File: config.mk
export PLATFORM = sky130hd
export DESIGN_NAME = mult_seq
export DESIGN_NICKNAME = d
export VERILOG_FILES = /design/src/rtl/mult_pkg.sv /design/src/rtl/twos_neg.sv /design/src/rtl/mult_seq.sv
export SDC_FILE = /design/constraint.sdc
export NUM_CORES = 1
export LEC_CHECK = 0
export ABC_AREA = 1
export CORE_MARGIN = 1
export CORE_UTILIZATION = 45
export DETAILED_ROUTE_END_ITERATION = 12
export PLACE_DENSITY = 0.73
export REMOVE_ABC_BUFFERS = 1
export SYNTH_ARGS = -nofsm -noshare
export SYNTH_HDL_FRONTEND = slang
export SYNTH_SLANG_ARGS = --single-unit
File: constraint.sdc
create_clock -name Clk -period 3.1 [get_ports Clk]
set_clock_uncertainty 0.15 [all_clocks]
set_input_delay 0.465 -clock Clk [delete_from_list [all_inputs] [get_ports Clk]]
set_output_delay 0.465 -clock Clk [all_outputs]
set_load 0.05 [all_outputs]
File: src/rtl/mult_pkg.sv
// Shared constants and state encoding for the sequential multiplier.
// Imported by mult_seq and its datapath helpers.
package mult_pkg;

    localparam int WIDTH_DEF = 32;
    localparam int ITERS_DEF = WIDTH_DEF;

    typedef enum logic [1:0] {
        IDLE = 2'd0,
        CALC = 2'd1,
        FIX  = 2'd2,
        DONE = 2'd3
    } state_e;

endpackage

File: src/rtl/twos_neg.sv
// Combinational two's-complement negate.
// Used for operand magnitudes and the final sign correction.
module twos_neg #(
    parameter int W = 32
) (
    input  logic [W-1:0] a,
    output logic [W-1:0] y
);

    assign y = ~a + W'(1);

endmodule

File: src/rtl/mult_seq.sv
// Radix-2 shift-add sequential multiplier, signed or unsigned.
// IDLE/DONE accept work, CALC iterates, FIX applies the sign.
module mult_seq
    import mult_pkg::*;
#(
    parameter int WIDTH = WIDTH_DEF,
    parameter int ITERS = WIDTH
) (
    input  logic               Clk,
    input  logic               Rst_n,
    input  logic               start,
    input  logic               signed_op,
    input  logic [WIDTH-1:0]   opA,
    input  logic [WIDTH-1:0]   opB,
    output logic               ready,
    output logic               busy,
    output logic [2*WIDTH-1:0] multResult,
    output logic               result_valid
);

    localparam int CW = $clog2(ITERS) + 1;
    localparam int PW = 2 * WIDTH;

    state_e            state_q, state_d;
    logic [WIDTH-1:0]  mcand_q, mcand_d;
    logic [PW-1:0]     acc_q, acc_d;
    logic [CW-1:0]     cnt_q, cnt_d;
    logic              neg_q, neg_d;
    logic [PW-1:0]     res_q, res_d;
    logic              valid_q, valid_d;

    logic [WIDTH-1:0]  neg_a, neg_b;
    logic [WIDTH-1:0]  mag_a, mag_b;
    logic [PW-1:0]     neg_acc;
    logic [WIDTH:0]    sum;

    twos_neg #(.W(WIDTH)) u_neg_a (.a(opA),   .y(neg_a));
    twos_neg #(.W(WIDTH)) u_neg_b (.a(opB),   .y(neg_b));
    twos_neg #(.W(PW))    u_neg_r (.a(acc_q), .y(neg_acc));

    // The most negative value's negation is its own unsigned magnitude.
    assign mag_a = (signed_op && opA[WIDTH-1]) ? neg_a : opA;
    assign mag_b = (signed_op && opB[WIDTH-1]) ? neg_b : opB;

    // Upper half plus multiplicand, carry kept for the right shift.
    assign sum = {1'b0, acc_q[PW-1:WIDTH]}
               + (acc_q[0] ? {1'b0, mcand_q} : '0);

    assign ready        = (state_q == IDLE) || (state_q == DONE);
    assign busy         = (state_q == CALC) || (state_q == FIX);
    assign multResult   = res_q;
    assign result_valid = valid_q;

    // Next-state and datapath updates for each phase of the multiply.
    always_comb begin
        state_d = state_q;
        mcand_d = mcand_q;
        acc_d   = acc_q;
        cnt_d   = cnt_q;
        neg_d   = neg_q;
        res_d   = res_q;
        valid_d = 1'b0;
        unique case (state_q)
            IDLE, DONE: begin
                if (start) begin
                    state_d = CALC;
                    mcand_d = mag_a;
                    acc_d   = {{WIDTH{1'b0}}, mag_b};
                    cnt_d   = '0;
                    neg_d   = signed_op & (opA[WIDTH-1] ^ opB[WIDTH-1]);
                end else if (state_q == DONE) begin
                    state_d = IDLE;
                end
            end
            CALC: begin
                acc_d = {sum, acc_q[WIDTH-1:1]};
                cnt_d = cnt_q + 1'b1;
                if (cnt_q == CW'(ITERS - 1)) begin
                    state_d = FIX;
                end
            end
            FIX: begin
                res_d   = neg_q ? neg_acc : acc_q;
                valid_d = 1'b1;
                state_d = DONE;
            end
            default: begin
                state_d = IDLE;
            end
        endcase
    end

    // State and datapath registers, cleared by asynchronous reset.
    always_ff @(posedge Clk or negedge Rst_n) begin
        if (!Rst_n) begin
            state_q <= IDLE;
            mcand_q <= '0;
            acc_q   <= '0;
            cnt_q   <= '0;
            neg_q   <= 1'b0;
            res_q   <= '0;
            valid_q <= 1'b0;
        end else begin
            state_q <= state_d;
            mcand_q <= mcand_d;
            acc_q   <= acc_d;
            cnt_q   <= cnt_d;
            neg_q   <= neg_d;
            res_q   <= res_d;
            valid_q <= valid_d;
        end
    end

endmodule

==> run summary <==
GRT
------------------------------------------------------------------------------------------
Wire length of the first global-routing pass                                  70400 microns
Number of antenna violations at the first check in global routing                        0
Pin count of the biggest net entering global routing                                    58
Number of global-route vias before repair                                            13300
Global-route congestion overflow total                                                   0
Overall routing resource usage                                                       29.2%

YOSYS
------------------------------------------------------------------------------------------
Share of the yosys chip area belonging to registers                                  31.7%
Main area contributors after synthesis                                        dfrtp_1, nand2_1, inv_1, nor2_1, nand3_1
Cell with the most instances after synthesis                                       nand2_1
Library cell occupying the most area in the post-synthesis netlist                 dfrtp_1
Netlist area before placement                                                  13400 sq um
Synth Flop Type                                                                    dfrtp_1
Cells after Synth                                                                     2162
Share of the synthesized area in the top cell type                                   31.7%
Register bit count reported by yosys                                                   170
Syn_area_per_cell                                                               6.20 sq um
Async set-or-reset flop fraction in the synthesized netlist                           100%
Number of distinct library cells after synthesis                                        49
Number of enable flip-flop cells after synthesis                                         0
Synth warnings                                                                           0
Commonest cells in the synthesized netlist                                    nand2_1, inv_1, nor2_1

LAYOUT
------------------------------------------------------------------------------------------
Area growth, synth to finish                                                         17.9%
Diode count                                                                              0
Fraction of layout cells with a size suffix above 1                                  5.01%
Area occupied by registers                                                      4260 sq um
Final nets                                                                            2393
Filler instances                                                                      2973
Area of combinational cells with multiple inputs                                7860 sq um

DIE
------------------------------------------------------------------------------------------
Floorplan die height                                                           175 microns
CORE AREA                                                                      29000 sq um
Number of rows in the core area                                                         62
IO Pins                                                                                135
Total Die Area                                                                 30500 sq um
Width of the die                                                               175 microns
Initial Util                                                                         46.2%

WORST SETUP PATH
------------------------------------------------------------------------------------------
Category of the worst setup path capture point                                        flop
Required time of the critical path                                                 3.28 ns
Maximum cell stage delay along the critical path                                   0.52 ns
Category of the critical setup timing path                                         reg2reg
Critical R2R Capture                                                             acc_q[60]
Series of cell instances along the critical path                              buf_4, nand2_1, inv_1, ha_1, nand2_1, nor2_1, and2_1, nand2_1, nand2_1, nand2_1, nand2_1, nand2_1, nand3_1, nand2_1
Type of origin of the critical path                                                   flop
Most frequent CP cell                                                              nand2_1
Critical path peak fanout                                                               23
Path depth of the worst reg2reg path                                                    14
Slowest cell on the critical path                                                  dfrtp_1
Origin of the critical flop-to-flop path                                          acc_q[0]
Reg2Reg Setup Slack                                                                0.28 ns
Signal arrival time at the worst endpoint                                          3.01 ns

ROUTING
------------------------------------------------------------------------------------------
First-pass detailed-route iteration total                                                6
Routed via count                                                                     14400
Detail-routed net length per standard cell                                    16.3 microns
Detail Route Antenna Nets                                                                0
Number of DRC markers in iteration 0                                                  1331
Total Wirelength                                                              43700 microns
Vias per cell                                                                         5.36
DRC violation count after routing                                                        0

PLACED DESIGN
------------------------------------------------------------------------------------------
Count of buffers from port buffering                                                   134
GPL Wtd Cong                                                                         0.969
Post-Place Worst Slack                                                            0.336 ns
Final HPWL DP                                                                 34400 microns

CLOCK NETWORK
------------------------------------------------------------------------------------------
CTS Buf Count                                                                           17
Setup Fix Bufs, Post-CTS                                                                 0
CTS H-tree depth                                                                         4
Insertion delay of the later-clocked pin in the worst-skew pair                    0.45 ns
# clock sinks                                                                          170
Clock edge transition at the registers on the reported setup and hold paths        0.08 ns
Library cell used as clock root buffer                                           clkbuf_16
CTS tree                                                                              done
Maximum clock path buffer count                                                          2

TIMING
------------------------------------------------------------------------------------------
Final Setup Violations                                                                   0
Maximum clock frequency                                                            354 MHz
RSZ-0062 raised after global routing                                                    no
Worst slew margin                                                                    33.8%
Final-layout worst hold slack                                                     0.322 ns
Minimum setup slack in the final design                                           0.278 ns
Min Tclk post-route                                                                2.82 ns
Hold violation total from the final report                                               0
Post-route clock period utilization                                                  91.0%
Transition time at the pin with the least slew margin                             0.993 ns
Number of max-slew violations in the final report                                        0

HOLD PATH
------------------------------------------------------------------------------------------
HP Class                                                                           reg2reg
Hold wc startpoint                                                                cnt_q[5]
Hold EP                                                                           cnt_q[5]
Hold Path Stages                                                                         1

PWR
------------------------------------------------------------------------------------------
Cell area power density                                                       1000 nW/um^2
Peak ir drop on the vdd network                                                    1390 uV
Power, Total                                                                       15.9 mW
Reported leakage power                                                             8.13 nW

FLOW RUN
------------------------------------------------------------------------------------------
Maximum capacitance violations                                                           0

OUTCOME
------------------------------------------------------------------------------------------
Outcome                                                                       finished clean

-- state kept, by name (all words and copies together), names as in the netlist --
register,count
acc_q,64
multResult,64
mcand_q,32
cnt_q,6
state_q,2
neg_q,1
result_valid,1
-- critical path: cells and delay by family, from the launching register on --
kind / cells / cell delay (ns)
AND/OR/NAND/NOR: 11 / 1.36
buffers and inverters: 2 / 0.33
flip-flops: 1 / 0.52
adder cells (fa/ha/maj): 1 / 0.35
-- through the flow --
stage          instances  cell area [sq um]  utilization [%]  TNS [ns]
6_report            2680              15800             54.5         0
5_1_grt             2680              15800             54.5         0
3_3_place_gp        2649              15200             52.4         0
2_1_floorplan       2103              13100                -    -39.58
4_1_cts             2680              15800             54.5         0
3_5_place_dp        2649              15200             52.4         0
-- cell type report --
type,instances,area share (%)
Inverter,274,6.51
Multi-Input combinational cell,1659,49.7
Timing Repair Buffer,163,10.1
Clock inverter,13,1.01
Clock buffer,17,2.69
Tap cell,384,3.04
Sequential cell,170,26.9
-- kinds of logic after synthesis --
group | Yosys count | share of synthesized area, %
buffers and inverters | 333 | 9.68
AOI/OAI and AO/OA | 231 | 10.1
adders and majority gates | 40 | 3.79
DFF | 170 | 31.7
and+or+nand+nor | 1340 | 41.6
xor gates and xnor gates | 48 | 3.13
-- worst max path at each step --
stage	slack, ns	end	depth (start not counted)	startpoint
after floorplan	-0.53	cnt_q[5]	10	state_q[0]
after global placement	0.34	acc_q[52]	14	acc_q[0]
after detailed placement	0.34	acc_q[60]	14	acc_q[0]
after CTS	0.30	busy	4	state_q[0]
after global routing	0.09	acc_q[60]	14	acc_q[0]
final	0.28	acc_q[60]	14	acc_q[0]
-- report_power, final --
part           internal, mW  total (mW)  switching (mW)
Combinational          2.99        9.43            6.44
Sequential             3.21        4.20           0.990
Clock                  1.21        2.23            1.02
-- routing by layer --
metal	track usage (%)	part of all wire [%]
met2	45.0	43
met4	7.97	2.3
met1	41.9	47
met3	5.35	7.6
met5	0	0
-- repair_timing --
item / CTS / global route
hold buffers: 1 / 0
resized for setup: 0 / 0
hold endpoints to repair: 49 / 0
-- placed cells by master, fill, tap and decap left out, types with 24 or more instances in the layout --
cell,n
o21ai_0,92
a21oi_1,52
nand4_1,24
nor2_1,247
xor2_1,43
inv_1,263
buf_4,25
clkdlybuf4s50_1,133
nand2_1,815
ha_1,38
dfrtp_1,169
nand3_1,174
Power figures use the tool's default switching activity.
